<file path="src/rtl/aes_fifo_pkg.sv">
// Shared constants and helpers for the AES block FIFO.
// Defaults size the buffer for one AES block per entry.
package aes_fifo_pkg;

    localparam int unsigned AES_BLOCK_W        = 128;
    localparam int unsigned FIFO_DEPTH_DEFAULT = 8;
    localparam int unsigned FIFO_AFULL_DEFAULT = 6;

    // Number of address bits needed to index `value` entries.
    function automatic int unsigned clog2(input int unsigned value);
        int unsigned bits;
        int unsigned rem;
        bits = 0;
        rem  = value - 1;
        while (rem > 0) begin
            bits = bits + 1;
            rem  = rem >> 1;
        end
        return bits;
    endfunction

endpackage

</file>
<file path="src/rtl/aes_fifo_mem.sv">
// Simple dual-port storage array: one synchronous write port and one registered read port.
// The array and the read register are not reset; the owner qualifies the data.
module aes_fifo_mem #(
    parameter int unsigned DATA_W = 128,
    parameter int unsigned DEPTH  = 8,
    parameter int unsigned ADDR_W = 3
) (
    input  logic              i_clk,
    input  logic              i_wr_en,
    input  logic [ADDR_W-1:0] i_wr_addr,
    input  logic [DATA_W-1:0] i_wr_data,
    input  logic              i_rd_en,
    input  logic [ADDR_W-1:0] i_rd_addr,
    output logic [DATA_W-1:0] o_rd_data
);

    logic [DATA_W-1:0] r_mem [DEPTH];
    logic [DATA_W-1:0] r_rd_data;

    always_ff @(posedge i_clk) begin
        if (i_wr_en) begin
            r_mem[i_wr_addr] <= i_wr_data;
        end
    end

    always_ff @(posedge i_clk) begin
        if (i_rd_en) begin
            r_rd_data <= r_mem[i_rd_addr];
        end
    end

    assign o_rd_data = r_rd_data;

endmodule

</file>
<file path="src/rtl/aes_block_fifo.sv">
// Synchronous FIFO buffering AES blocks between the packet deframer and the AES core.
// One write and one read per cycle, occupancy count, almost-full and sticky error flags.
module aes_block_fifo
    import aes_fifo_pkg::*;
#(
    parameter int unsigned DATA_W       = AES_BLOCK_W,
    parameter int unsigned DEPTH        = FIFO_DEPTH_DEFAULT,
    parameter int unsigned AFULL_THRESH = FIFO_AFULL_DEFAULT,
    localparam int unsigned ADDR_W      = clog2(DEPTH),
    localparam int unsigned CNT_W       = ADDR_W + 1
) (
    input  logic              clk,
    input  logic              reset,
    input  logic [DATA_W-1:0] din,
    input  logic              write_en,
    input  logic              read_en,
    input  logic              clear_err,
    output logic [DATA_W-1:0] dout,
    output logic              dout_valid,
    output logic [CNT_W-1:0]  count,
    output logic              empty,
    output logic              full,
    output logic              almost_full,
    output logic              overflow,
    output logic              underflow
);

    logic [ADDR_W-1:0] r_wr_ptr;
    logic [ADDR_W-1:0] r_rd_ptr;
    logic [CNT_W-1:0]  r_count;
    logic              r_dout_valid;
    logic              r_has_data;
    logic              r_overflow;
    logic              r_underflow;

    logic              w_empty;
    logic              w_full;
    logic              w_wr_acc;
    logic              w_rd_acc;
    logic [DATA_W-1:0] w_rd_data;

    assign w_empty  = (r_count == '0);
    assign w_full   = (r_count == CNT_W'(DEPTH));
    // Gating with reset keeps the array and its read register untouched in the reset cycle.
    assign w_wr_acc = write_en & ~w_full & ~reset;
    assign w_rd_acc = read_en & ~w_empty & ~reset;

    aes_fifo_mem #(
        .DATA_W (DATA_W),
        .DEPTH  (DEPTH),
        .ADDR_W (ADDR_W)
    ) u_mem (
        .i_clk     (clk),
        .i_wr_en   (w_wr_acc),
        .i_wr_addr (r_wr_ptr),
        .i_wr_data (din),
        .i_rd_en   (w_rd_acc),
        .i_rd_addr (r_rd_ptr),
        .o_rd_data (w_rd_data)
    );

    always_ff @(posedge clk) begin
        if (reset) begin
            r_wr_ptr     <= '0;
            r_rd_ptr     <= '0;
            r_count      <= '0;
            r_dout_valid <= 1'b0;
            r_has_data   <= 1'b0;
            r_overflow   <= 1'b0;
            r_underflow  <= 1'b0;
        end else begin
            if (w_wr_acc) begin
                r_wr_ptr <= r_wr_ptr + ADDR_W'(1);
            end
            if (w_rd_acc) begin
                r_rd_ptr   <= r_rd_ptr + ADDR_W'(1);
                r_has_data <= 1'b1;
            end
            case ({w_wr_acc, w_rd_acc})
                2'b10:   r_count <= r_count + CNT_W'(1);
                2'b01:   r_count <= r_count - CNT_W'(1);
                default: r_count <= r_count;
            endcase
            r_dout_valid <= w_rd_acc;
            // A fresh error event outranks a same-cycle clear.
            if (write_en & w_full) begin
                r_overflow <= 1'b1;
            end else if (clear_err) begin
                r_overflow <= 1'b0;
            end
            if (read_en & w_empty) begin
                r_underflow <= 1'b1;
            end else if (clear_err) begin
                r_underflow <= 1'b0;
            end
        end
    end

    // The read register is unreset storage, so dout reads as zero until the first accepted read.
    assign dout        = r_has_data ? w_rd_data : '0;
    assign dout_valid  = r_dout_valid;
    assign count       = r_count;
    assign empty       = w_empty;
    assign full        = w_full;
    assign almost_full = (r_count >= CNT_W'(AFULL_THRESH));
    assign overflow    = r_overflow;
    assign underflow   = r_underflow;

endmodule

</file>
<file path="config.mk">
export PLATFORM = sky130hd
export DESIGN_NAME = aes_block_fifo
export DESIGN_NICKNAME = d
export VERILOG_FILES = /design/src/rtl/aes_fifo_pkg.sv /design/src/rtl/aes_fifo_mem.sv /design/src/rtl/aes_block_fifo.sv
export SDC_FILE = /design/constraint.sdc
export NUM_CORES = 1
export LEC_CHECK = 0
export CORE_MARGIN = 3
export CORE_UTILIZATION = 50
export CTS_BUF_LIST = sky130_fd_sc_hd__clkbuf_8 sky130_fd_sc_hd__clkbuf_16
export CTS_CLUSTER_SIZE = 30
export DETAILED_ROUTE_END_ITERATION = 6
export MAX_ROUTING_LAYER = met4
export PLACE_DENSITY = 0.69
export SYNTH_ARGS = -nofsm -noshare
export SYNTH_HDL_FRONTEND = slang
export SYNTH_HIERARCHICAL = 1
export SYNTH_SLANG_ARGS = --single-unit
</file>
<file path="constraint.sdc">
create_clock -name clk -period 19.5 [get_ports clk]
set_input_delay 3.9 -clock clk [delete_from_list [all_inputs] [get_ports clk]]
set_output_delay 3.9 -clock clk [all_outputs]
set_load 0.02 [all_outputs]
</file>
-- Word level (Yosys, flattened, before mapping)
Memory sizes are Yosys's and may differ from the RTL's. A register that Yosys moved wholly into a read port is not among the register bits.
Cells that the tools add are included.
- add/sub/neg operators: 4
- multiply operators: 0
- div/mod/pow operators: 0
- order comparisons: 1
- eq/ne operators: 3
- shifts and indexed selects: 0
- mux-type cells: 7
- bitwise gates (word level): 9
- reduce and logical (&&, ||, !) cells: 4
- operators by type and width (cell ; count):
    two-way mux 128 bit ; 1
    case mux 4 bit (2 select lines) ; 1
    adder 3 x 1 -> 3 bit, second input constant ; 2
    bitwise AND 1 bit ; 6
    nonzero test 2 bit ; 3
    two-way mux 1 bit ; 5
    adder 4 x 1 -> 4 bit, second input constant ; 1
    == test 4 bit, second input constant ; 1
    greater-or-equal comparator 4 x 3 -> 1 bit, second input constant ; 1
    logical NOT 4 bit ; 1
    subtractor 4 x 1 -> 4 bit, second input constant ; 1
    inverter 1 bit ; 3
    == test 2 x 1 -> 1 bit, second input constant ; 1
    == test 2 bit, second input constant ; 1
- bits in registers: 14
- bits in latches: 0
- memory bits (writable): 1024
- bits in read-only memories: 0
- output and inout port bits: 138
- word-level logic and storage cells: 36
- memories: 1
- memories (name ; words ; width ; rd ports ; clocked after Yosys merged registers in ; wr ports ; RTL line ; text):
    u_mem.r_mem ; 8 ; 128 ; 1 ; 1 ; 1 ; aes_fifo_mem.sv:17 ; logic [DATA_W-1:0] r_mem [DEPTH];

-- Longest topological paths before layout
Gate-level depths: netlist of the first run.
- depth in word-level cells: 6
- depth in mapped cells: 10

-- Hierarchy
The synthesis of the first run kept the hierarchy.
- by module, submodules not included (module ; instances ; cells each ; area an instance (µm²) ; seq. area each (µm²)):
    aes_fifo_mem ; 1 ; 1620 ; 42836.1 ; 34593.2
    aes_block_fifo ; 1 ; 213 ; 1516.5 ; 280.3

-- Worst setup path after synthesis of the first run
No wires, ideal clock.
- path type: input -> register
- start: input reset
- end: memory u_mem.r_mem[4][0], enable pin
- setup time: 772 ps
- arrival time: 13053 ps
- required time: 18728 ps
- path slack: 5675 ps
- cell stages on the path: 3
- path through: nor3b_2 nand2_1 nor3_1
- longest elaborated chain between the ends: 4
- RTL lines (element ; RTL line ; text):
    start: declaration ; aes_block_fifo.sv:13 ; input logic reset,
    inverter 1 bit ; aes_block_fifo.sv:45 ; assign w_wr_acc = write_en & ~w_full & ~reset;
    bitwise AND 1 bit ; aes_block_fifo.sv:45 ;
    two-way mux 1 bit ; aes_fifo_mem.sv:21 ; if (i_wr_en) begin
    two-way mux 1 bit (implied by the code) ; aes_fifo_mem.sv:22 ; r_mem[i_wr_addr] <= i_wr_data;
    end: declaration ; aes_fifo_mem.sv:17 ;
Every way passes these cells.

-- Worst setup path after layout of the first run
- start: input reset
- end: memory u_mem.r_mem[1][46], enable pin
- longest elaborated chain between the ends: 4
- RTL lines (element ; RTL line ; text):
    inverter 1 bit ; aes_block_fifo.sv:45 ;
    bitwise AND 1 bit ; aes_block_fifo.sv:45 ;
    via w_wr_acc ; aes_block_fifo.sv:38 ; logic w_wr_acc;
    two-way mux 1 bit ; aes_fifo_mem.sv:21 ;
    two-way mux 1 bit (implied by the code) ; aes_fifo_mem.sv:22 ;
The timed path passes the listed nets, and every way through them passes these cells.

==> flow_metrics.py, run 1 <==
metrics = {
    "run_status": {
        "run_status": "completed",
    },
    "cells_and_area": {
        "areaGrowthSynthToFinish_pct": 16.2,
        "post_route_cells_drive_above_1_share_pct": 22.6,
        "final_nets": 2297,
    },
    "global_routing": {
        "initial_antenna_violation_count": 22,
        "grt_pass1_wl_um": 133000,
        "grt_util_all_layers_pct": 19.7,
        "first_global_vias": 20700,
        "grt_remaining_overflow": 0,
        "pin_count_of_the_biggest_net_entering_global_routing": 160,
    },
    "logic_synthesis": {
        "postSynth.topFlopCell": "sky130_fd_sc_hd__edfxtp_1",
        "asyncSetResetFlopFracSynth_pct": 0,
        "post-synth-top-area-fraction_pct": 78.0,
        "syn-mean-instance-area_sq_um": 24.2,
        "ys.warnings.count": 6,
        "netlist_area_sq_mm": 0.0444,
        "synth-edff-count": 1152,
        "synth_seq_area_share_pct": 78.6,
        "synth-seq-cells": 1166,
        "synth_fp_nets": 1972,
        "number_of_distinct_library_cell_variants_in_the_gate_level_netlist_after_synthesis": 37,
        "yosys-top-cells-area": "sky130_fd_sc_hd__edfxtp_1 78%, sky130_fd_sc_hd__mux4_2 9.3%, sky130_fd_sc_hd__mux4_1 4.3%",
        "post_synth_inst_count": 1833,
        "synth_top_cell_by_area": "sky130_fd_sc_hd__edfxtp_1",
    },
    "place": {
        "io_buffer_count": 270,
        "hpwl_um": 47700,
        "routability_driven_placement_congestion_ratio": 0.733,
        "pre_cts_ws_ns": 11.14,
    },
    "clock_tree": {
        "cts_tree": "done",
        "total_clock_buffers_created_by_cts": 113,
        "post_cts.repair.setup_buffers": 0,
        "clkTransAtPathRegs_ns": 0.06,
        "clk-insertion-delay-late_ns": 0.67,
        "clock_sink_count": 1166,
        "total_number_of_h_tree_levels": 3,
        "post_cts_resize_count": 0,
        "hold_buffers": 0,
        "cts_max_path_buffers": 3,
        "cts_root_buffer": "sky130_fd_sc_hd__clkbuf_16",
    },
    "sta": {
        "fin_ws_ns": 11.83,
        "setup_viol": 0,
        "grt_setup_unrepaired": "no",
        "finalMaxSlewViolations": 0,
        "finalWorstPathRequiredPeriod_ns": 7.67,
        "timing.slew.headroom_pct": 27.6,
        "finClkSkew_ns": 0.0260,
        "worst_margin_slew_ns": 1.08,
        "post_route_clock_period_utilization_pct": 39.3,
        "max_clock_freq_ghz": 0.130,
        "hold_viol": 0,
        "totalNegativeSetupSlack_ns": 0,
    },
    "drt": {
        "drt_first_pass_iters": 4,
        "routed_wirelength_um": 87800,
        "drt_iter0_drc": 1377,
        "post-route-drc-count": 0,
        "drt-vias-per-instance": 5.65,
        "dr_total_vias": 19400,
        "wire_per_inst_um": 25.6,
        "postRouteAntennaNets": 0,
    },
    "run": {
        "max-cap-violations": 0,
    },
    "critical_path": {
        "critPathMaxFanout": 57,
        "crit_path_start_kind": "input port",
        "critical-path-slowest-cell": "sky130_fd_sc_hd__buf_4",
        "worst-endpoint-required_ns": 19.77,
        "reg2reg_from": "count[1]",
        "worstPathArrival_ns": 7.94,
        "critical_path.max_stage_delay_ns": 0.88,
        "critPathMostFrequentCell": "sky130_fd_sc_hd__buf_4",
        "worst-setup-path-type": "input port to flip-flop",
        "setup.worst_path.start": "reset",
        "end_kind": "flip-flop",
        "cp_cell_sequence": "clkdlybuf4s50_1, nor3b_2, nand2b_1, nor2_4, buf_4, buf_4",
    },
    "pwr": {
        "power_density_over_the_cells_mw_per_mm2": 101,
        "power.leakage_nw": 16.0,
        "worst_ir_drop_vdd_uv": 72.1,
    },
    "floorplanning": {
        "start_util_pct": 50.8,
        "die_height_um": 304,
        "die-width_um": 304,
        "core_area_sq_mm": 0.0873,
        "row_count": 108,
        "top_level_ports": 271,
        "dieArea_sq_mm": 0.0923,
    },
    "worst_hold_path": {
        "min_path_type": "flip-flop to flip-flop",
        "holdCritStartpoint": "r_wr_ptr[2]",
    },
}
==> worst paths after layout <==
path | end | slack, ns | cells past startpoint
max reg2reg | u_mem/r_mem[1][46] | 15.20 | 6
min reg2reg | r_wr_ptr[2] | 0.51 | 1
max | u_mem/r_mem[1][46] | 11.83 | 6
min | r_wr_ptr[2] | 0.51 | 1
==> final cells by class <==
type / count / area [sq um]
fill: 6182 / 35700
timing repair buffer: 296 / 2960
tap: 1155 / 1450
inverter: 5 / 18.8
multi-input combinational: 576 / 8760
clock inverter: 93 / 504
clock buffer: 118 / 2920
antenna: 22 / 55.1
sequential: 1166 / 34900
==> report_power, final <==
group / internal, mW / switching (mW)
logic: 0.180 / 0.181
registers: 2.82 / 0.0252
clock network: 1.10 / 0.881
==> cells by family (layout without fill, tap and decap cells) <==
logic type | Yosys count | after routing | share of synthesized area, %
AO/OA/AOI/OAI | 12 | 12 | 0.152
XOR/XNOR | 4 | 4 | 0.0790
adder cells (fa/ha/maj) | 6 | 6 | 0.186
buffers and inverters | 91 | 512 | 1.76
flip-flops | 1166 | 1166 | 78.6
multiplexers | 386 | 386 | 16.9
other | 0 | 22 | 0
AND/OR/NAND/NOR | 168 | 168 | 2.29
==> flip-flops by register name, indices dropped and copies added, names as in the netlist, 3 cells and up <==
register / flops
r_wr_ptr: 3
u_mem/r_mem: 1024
u_mem/o_rd_data: 128
r_rd_ptr: 3
count: 4
==> Yosys cell counts, types with 2 or more instances <==
cell / number
sky130_fd_sc_hd__buf_6: 7
sky130_fd_sc_hd__mux4_2: 184
sky130_fd_sc_hd__xor2_1: 2
sky130_fd_sc_hd__clkbuf_8: 13
sky130_fd_sc_hd__a21o_1: 2
sky130_fd_sc_hd__a21oi_1: 7
sky130_fd_sc_hd__o21ai_0: 2
sky130_fd_sc_hd__inv_1: 5
sky130_fd_sc_hd__clkbuf_1: 27
sky130_fd_sc_hd__nor3b_2: 2
sky130_fd_sc_hd__buf_1: 13
sky130_fd_sc_hd__nor3_1: 2
sky130_fd_sc_hd__ha_1: 5
sky130_fd_sc_hd__mux2_2: 128
sky130_fd_sc_hd__edfxtp_1: 1152
sky130_fd_sc_hd__xnor2_1: 2
sky130_fd_sc_hd__nand2_1: 10
sky130_fd_sc_hd__nor2b_1: 2
sky130_fd_sc_hd__buf_8: 19
sky130_fd_sc_hd__nand2b_1: 3
sky130_fd_sc_hd__buf_12: 2
sky130_fd_sc_hd__nor2_1: 15
sky130_fd_sc_hd__buf_2: 3
sky130_fd_sc_hd__mux2i_1: 2
sky130_fd_sc_hd__dfxtp_1: 14
sky130_fd_sc_hd__mux4_1: 72
sky130_fd_sc_hd__and2_1: 128
==> worst max-delay path: cells and delay by family <==
family	cells	cell delay, ns
simple gates	3	1.48
buf+inv	3	2.38
==> through the flow <==
stage | power [mW] | utilization, % | cell area (sq um) | hold slack (ns) | instances
floorplan | 3.12 | - | 44400 | 0.445 | 1833
detailed placement | 3.26 | 55.1 | 48100 | 0.494 | 3198
CTS | 5.25 | 59.0 | 51500 | 0.503 | 3409
global placement | 3.25 | 55.1 | 48100 | 0.464 | 3198
global route | 5.37 | 59.1 | 51500 | 0.550 | 3431
finish | 5.19 | 59.1 | 51500 | 0.507 | 3431
==> cells in the final DEF, fill, tap and decap left out, types with 10 or more instances in the layout <==
| master | n |
|---|---|
| sky130_fd_sc_hd__and2_1 | 128 |
| sky130_fd_sc_hd__buf_4 | 21 |
| sky130_fd_sc_hd__clkbuf_16 | 115 |
| sky130_fd_sc_hd__clkdlybuf4s50_1 | 270 |
| sky130_fd_sc_hd__clkinv_1 | 29 |
| sky130_fd_sc_hd__clkinv_2 | 28 |
| sky130_fd_sc_hd__dfxtp_1 | 10 |
| sky130_fd_sc_hd__diode_2 | 22 |
| sky130_fd_sc_hd__edfxtp_1 | 1152 |
| sky130_fd_sc_hd__inv_1 | 31 |
| sky130_fd_sc_hd__mux2_2 | 128 |
| sky130_fd_sc_hd__mux4_1 | 72 |
| sky130_fd_sc_hd__mux4_2 | 184 |
| sky130_fd_sc_hd__nand2_1 | 10 |
==> routing by layer <==
layer	track usage [%]	vias to the layer above	share of wire (%)
met1	25.4	10300	41
met3	3.95	133	5.8
li1	-	8416	-
met4	5.90	0	2.3
met5	-	-	0
met2	32.1	511	51
Power figures use the tool's default switching activity.
==> run 2: changes to the inputs <==
- PLACE_DENSITY: 0.69 -> 0.72
- clock period: 19.5 -> 7.05 ns (I/O delays scaled with it)
==> flow_metrics.py, run 2 (same netlist as run 1, synthesis figures left out) <==
metrics = {
    "cells_and_area": {
        "regArea_sq_mm": 0.0349,
        "finish.utilization_pct": 59.5,
        "largest-register": "u_mem/r_mem",
        "max_ffs_per_register": 1024,
        "areaGrowthSynthToFinish_pct": 17.2,
        "final_cell_mix": "1152 x sky130_fd_sc_hd__edfxtp_1, 270 x sky130_fd_sc_hd__clkdlybuf4s50_1, 184 x sky130_fd_sc_hd__mux4_2",
        "fill_cells": 6058,
        "multi_input_gate_area_in_the_final_layout_sq_mm": 0.00877,
        "layout.cells.most_common": "sky130_fd_sc_hd__edfxtp_1",
        "final_nets": 2297,
        "post_route_cells_drive_above_1_share_pct": 22.8,
    },
    "run": {
        "max-cap-violations": 0,
    },
    "global_routing": {
        "grt_util_all_layers_pct": 19.7,
        "pin_count_of_the_biggest_net_entering_global_routing": 155,
        "first_global_vias": 20600,
        "initial_antenna_violation_count": 27,
        "grt_pass1_wl_um": 133000,
        "grt_remaining_overflow": 0,
    },
    "place": {
        "hpwl_um": 47600,
        "routability_driven_placement_congestion_ratio": 0.743,
        "pre_cts_ws_ns": 2.37,
        "io_buffer_count": 270,
    },
    "critical_path": {
        "reg2reg_setup_slack_ns": 3.90,
        "reg2reg_from": "count[1]",
        "worst-endpoint-required_ns": 5.64,
        "r2r.worst_path.cells": 5,
        "worst_r2r_endpoint": "u_mem/r_mem[4][61]",
        "setup.worst_path.start": "r_has_data",
        "worstPathArrival_ns": 2.74,
        "crit_path_start_kind": "flip-flop",
        "end_kind": "output pin",
        "worst-setup-path-type": "flip-flop to output pin",
        "crit_end": "dout[45]",
        "critPathMaxFanout": 73,
    },
    "clock_tree": {
        "total_number_of_h_tree_levels": 3,
        "clk-insertion-delay-late_ns": 0.66,
        "cts_tree": "done",
        "post_cts.repair.setup_buffers": 0,
        "cts_max_path_buffers": 3,
        "cts_root_buffer": "sky130_fd_sc_hd__clkbuf_16",
        "clock_sink_count": 1166,
        "total_clock_buffers_created_by_cts": 110,
        "hold_buffers": 0,
        "post_cts_resize_count": 0,
        "clkTransAtPathRegs_ns": 0.06,
    },
    "sta": {
        "grt_setup_unrepaired": "no",
        "totalNegativeSetupSlack_ns": 0,
        "finalWorstPathRequiredPeriod_ns": 4.15,
        "fin_ws_ns": 2.90,
        "timing.slew.headroom_pct": 27.9,
        "setup_viol": 0,
        "post_route_clock_period_utilization_pct": 58.9,
        "finClkSkew_ns": 0.0158,
        "max_clock_freq_ghz": 0.241,
        "hold_viol": 0,
        "finalMaxSlewViolations": 0,
        "worst_margin_slew_ns": 1.08,
    },
    "floorplanning": {
        "top_level_ports": 271,
        "die-width_um": 304,
        "die_height_um": 304,
        "row_count": 108,
        "dieArea_sq_mm": 0.0923,
        "start_util_pct": 50.8,
        "core_area_sq_mm": 0.0873,
    },
    "drt": {
        "routed_wirelength_um": 87100,
        "drt_first_pass_iters": 5,
        "post-route-drc-count": 0,
        "wire_per_inst_um": 25.4,
        "drt-vias-per-instance": 5.57,
        "postRouteAntennaNets": 0,
        "dr_total_vias": 19200,
        "drt_iter0_drc": 1662,
    },
    "pwr": {
        "sequentialPowerShare_pct": 53.5,
        "clkPwrFrac_pct": 39.8,
        "pwr-share-comb_pct": 6.7,
        "switching_power_mw": 2.99,
        "power.leakage_nw": 16.1,
        "finalPower_mw": 14.7,
        "internal_power_mw": 11.7,
        "net_switching_share_of_the_total_power_pct": 20.3,
        "worst_ir_drop_vdd_uv": 235,
        "power_density_over_the_cells_mw_per_mm2": 283,
    },
    "worst_hold_path": {
        "min_path_type": "flip-flop to flip-flop",
    },
    "run_status": {
        "run_status": "completed",
    },
}
-- run 2: changes by cell type in the layout (fill, tap and decap cells not counted), sizes merged --
cell	change
bufinv	+11
clkinvlp	+2
diode	+8
buf	+3
clkinv	-14
clkbuf	-1
inv	-3
-- run 2: worst min path at each step --
| stage | from | end | slack (ns) | cells past startpoint |
|---|---|---|---|---|
| after CTS | r_wr_ptr[2] | r_wr_ptr[2] | 0.50 | 1 |
| after detailed placement | r_wr_ptr[2] | r_wr_ptr[2] | 0.49 | 1 |
| after global placement | r_wr_ptr[2] | r_wr_ptr[2] | 0.46 | 1 |
| after global routing | r_wr_ptr[2] | r_wr_ptr[2] | 0.53 | 1 |
| after floorplan | r_wr_ptr[2] | r_wr_ptr[2] | 0.45 | 1 |
| final | r_wr_ptr[2] | r_wr_ptr[2] | 0.50 | 1 |
-- run 2: routing by layer --
| layer | GRT usage, % | vias to the layer above | routed length, um |
|---|---|---|---|
| li1 | - | 8423 | - |
| met1 | 25.3 | 10100 | 36000 |
| met2 | 31.8 | 538 | 43700 |
| met3 | 4.49 | 119 | 5500 |
| met4 | 5.63 | 0 | 1860 |
| met5 | - | - | 0 |
-- run 2: area by class of cell --
cell class,count,share of cell area (%)
Multi-Input combinational cell,576,16.9
Timing Repair Buffer,299,6.00
Inverter,5,0.0361
Clock inverter,89,1.45
Tap cell,1155,2.78
Sequential cell,1166,67.1
Clock buffer,117,5.59
Antenna cell,30,0.144
-- run 2: critical path, cell delays in order (launching register included) --
cell and delay, ns:
sky130_fd_sc_hd__dfxtp_4 0.69, sky130_fd_sc_hd__buf_4 0.49, sky130_fd_sc_hd__and2_1 0.21, sky130_fd_sc_hd__clkdlybuf4s50_1 0.62
-- run 2: metrics by stage --
stage | std cells | hold slack, ns | instance area [sq um]
floorplan | 1833 | 0.445 | 44400
global placement | 3201 | 0.461 | 48200
detailed placement | 3201 | 0.488 | 48200
CTS | 3407 | 0.496 | 51900
global route | 3432 | 0.528 | 52000
finish | 3437 | 0.495 | 52000
-- run 2: power by group through the flow --
stage | sequential (mW) | clock [mW] | combinational (mW)
floorplan | 7.98 | 0 | 0.641
finish | 7.86 | 5.86 | 0.987
detailed placement | 8.01 | 0 | 1.01
global placement | 8.01 | 0 | 0.983
CTS | 7.87 | 5.99 | 1.01
global route | 7.88 | 6.29 | 1.07
==> run 3: changes to the inputs <==
- clock period: 7.05 -> 3.7 ns (I/O delays scaled with it)
==> flow_metrics.py, run 3 (same netlist as run 1, synthesis figures left out) <==
metrics = {
    "sta": {
        "totalNegativeSetupSlack_ns": 0,
        "finClkSkew_ns": 0.0355,
        "grt_setup_unrepaired": "no",
        "finalWorstPathRequiredPeriod_ns": 3.12,
        "setup_viol": 0,
        "finalMaxSlewViolations": 0,
        "fin_ws_ns": 0.578,
        "post_route_clock_period_utilization_pct": 84.4,
        "timing.slew.headroom_pct": 29.0,
        "max_clock_freq_ghz": 0.320,
        "hold_viol": 0,
        "worst_margin_slew_ns": 1.07,
    },
    "place": {
        "pre_cts_ws_ns": 0.568,
        "hpwl_um": 50100,
        "routability_driven_placement_congestion_ratio": 0.742,
        "io_buffer_count": 270,
    },
    "cells_and_area": {
        "areaGrowthSynthToFinish_pct": 18.1,
        "max_ffs_per_register": 1024,
        "final_cell_mix": "1152 x sky130_fd_sc_hd__edfxtp_1, 270 x sky130_fd_sc_hd__clkdlybuf4s50_1, 184 x sky130_fd_sc_hd__mux4_2",
        "post_route_cells_drive_above_1_share_pct": 24.1,
        "largest-register": "u_mem/r_mem",
        "regArea_sq_mm": 0.0349,
        "layout.cells.most_common": "sky130_fd_sc_hd__edfxtp_1",
        "final_nets": 2320,
        "fill_cells": 6054,
        "multi_input_gate_area_in_the_final_layout_sq_mm": 0.00880,
    },
    "clock_tree": {
        "total_number_of_h_tree_levels": 3,
        "cts_max_path_buffers": 3,
        "post_cts_resize_count": 0,
        "clk-insertion-delay-late_ns": 0.68,
        "post_cts.repair.setup_buffers": 0,
        "total_clock_buffers_created_by_cts": 112,
        "clock_sink_count": 1166,
        "hold_buffers": 0,
        "cts_root_buffer": "sky130_fd_sc_hd__clkbuf_16",
        "clkTransAtPathRegs_ns": 0.06,
        "cts_tree": "done",
    },
    "critical_path": {
        "worst-setup-path-type": "flip-flop to output pin",
        "crit_path_start_kind": "flip-flop",
        "critical-path-slowest-cell": "sky130_fd_sc_hd__clkdlybuf4s50_1",
        "critical_path.top_delay_family": "buffers and inverters",
        "critPathMaxFanout": 71,
        "end_kind": "output pin",
        "cp_cell_sequence": "buf_12, and2_1, clkdlybuf4s50_1",
        "setup.worst_path.start": "r_has_data",
        "worstPathArrival_ns": 2.38,
        "worstPathBufferInverterCount": 2,
        "reg2reg_from": "count[0]",
        "worst-endpoint-required_ns": 2.96,
        "critical_path.max_stage_delay_ns": 0.62,
    },
    "drt": {
        "drt-met1-wl_um": 35300,
        "routed_wirelength_um": 89800,
        "postRouteAntennaNets": 0,
        "met3WireLength_um": 5250,
        "wire_per_inst_um": 26.0,
        "post-route-drc-count": 0,
        "met2WireLength_um": 47500,
        "drt_first_pass_iters": 5,
        "drt-vias-per-instance": 5.66,
        "topRoutingLayerUsed": "met4",
        "dr_total_vias": 19500,
        "drt_iter0_drc": 1425,
    },
    "floorplanning": {
        "die_height_um": 304,
        "core_area_sq_mm": 0.0873,
        "row_count": 108,
        "dieArea_sq_mm": 0.0923,
        "top_level_ports": 271,
        "start_util_pct": 50.8,
        "die-width_um": 304,
    },
    "global_routing": {
        "grt_remaining_overflow": 0,
        "first_global_vias": 20900,
        "initial_antenna_violation_count": 20,
        "grt_util_all_layers_pct": 20.1,
        "pin_count_of_the_biggest_net_entering_global_routing": 134,
        "grt_pass1_wl_um": 135000,
    },
    "run_status": {
        "run_status": "completed",
    },
    "pwr": {
        "worst_ir_drop_vdd_uv": 364,
        "power.leakage_nw": 16.3,
        "power_density_over_the_cells_mw_per_mm2": 538,
    },
    "worst_hold_path": {
        "holdCritStartpoint": "r_wr_ptr[2]",
        "min_path_type": "flip-flop to flip-flop",
    },
    "run": {
        "max-cap-violations": 0,
    },
}
-- run 3: cell types whose count changed in the layout (fill, tap and decap cells not counted), moves of 2 or more --
cell                        delta
sky130_fd_sc_hd__buf_12       +17
sky130_fd_sc_hd__diode_2      -14
sky130_fd_sc_hd__clkinv_2      +8
sky130_fd_sc_hd__inv_1         -8
sky130_fd_sc_hd__clkinv_1      +6
sky130_fd_sc_hd__buf_4         +4
sky130_fd_sc_hd__dfxtp_1       -3
sky130_fd_sc_hd__dfxtp_2       +3
sky130_fd_sc_hd__clkbuf_16     -2
sky130_fd_sc_hd__clkbuf_8      -2
sky130_fd_sc_hd__clkinv_16     +2
sky130_fd_sc_hd__inv_16        +2
-- run 3: layout make-up --
cell class / instances / area share [%]
clock inverter: 99 / 1.65
tap: 1155 / 2.76
clock buffer: 113 / 5.40
multi-input combinational: 576 / 16.8
sequential: 1166 / 66.6
antenna: 16 / 0.0764
inverter: 5 / 0.0358
timing repair buffer: 320 / 6.66
-- run 3: stage by stage --
step | hold slack [ns] | cells | instance area (sq um) | power (mW) | util, %
6_report | 0.536 | 3450 | 52400 | 28.2 | 60.0
5_1_grt | 0.578 | 3450 | 52400 | 29.1 | 60.0
4_1_cts | 0.540 | 3434 | 52300 | 28.5 | 60.0
3_5_place_dp | 0.527 | 3222 | 48700 | 17.3 | 55.7
3_3_place_gp | 0.482 | 3222 | 48700 | 17.2 | 55.7
2_1_floorplan | 0.461 | 1833 | 44500 | 16.4 | -
-- run 3: worst register-to-register path, delay by kind of cell, from the launching register on --
family / cells / cell delay, ns
compound gates: 1 / 0.17
fa+ha+maj: 2 / 0.61
flops: 1 / 0.36
simple gates: 5 / 1.40
-- run 3: path summary, 6_finish.rpt --
path,endpoint,slack [ns],depth (start not counted)
worst min register to register,r_wr_ptr[2],0.54,2
worst max register to register,count[3],1.08,8
worst max-delay path,dout[83],0.58,3
worst min-delay path,r_wr_ptr[2],0.54,2
-- run 3: routing by layer --
layer / GRT usage (%) / up-vias
met2: 34.1 / 595
li1: - / 8456
met4: 5.45 / 0
met5: - / -
met3: 3.58 / 134
met1: 25.2 / 10400
-- run 3: power breakdown --
group	switching (mW)	leakage, nW	total, mW	internal [mW]
registers	0.125	10.5	15.0	14.8
logic	0.990	3.90	1.98	0.995
clock network	4.82	1.86	11.2	6.42
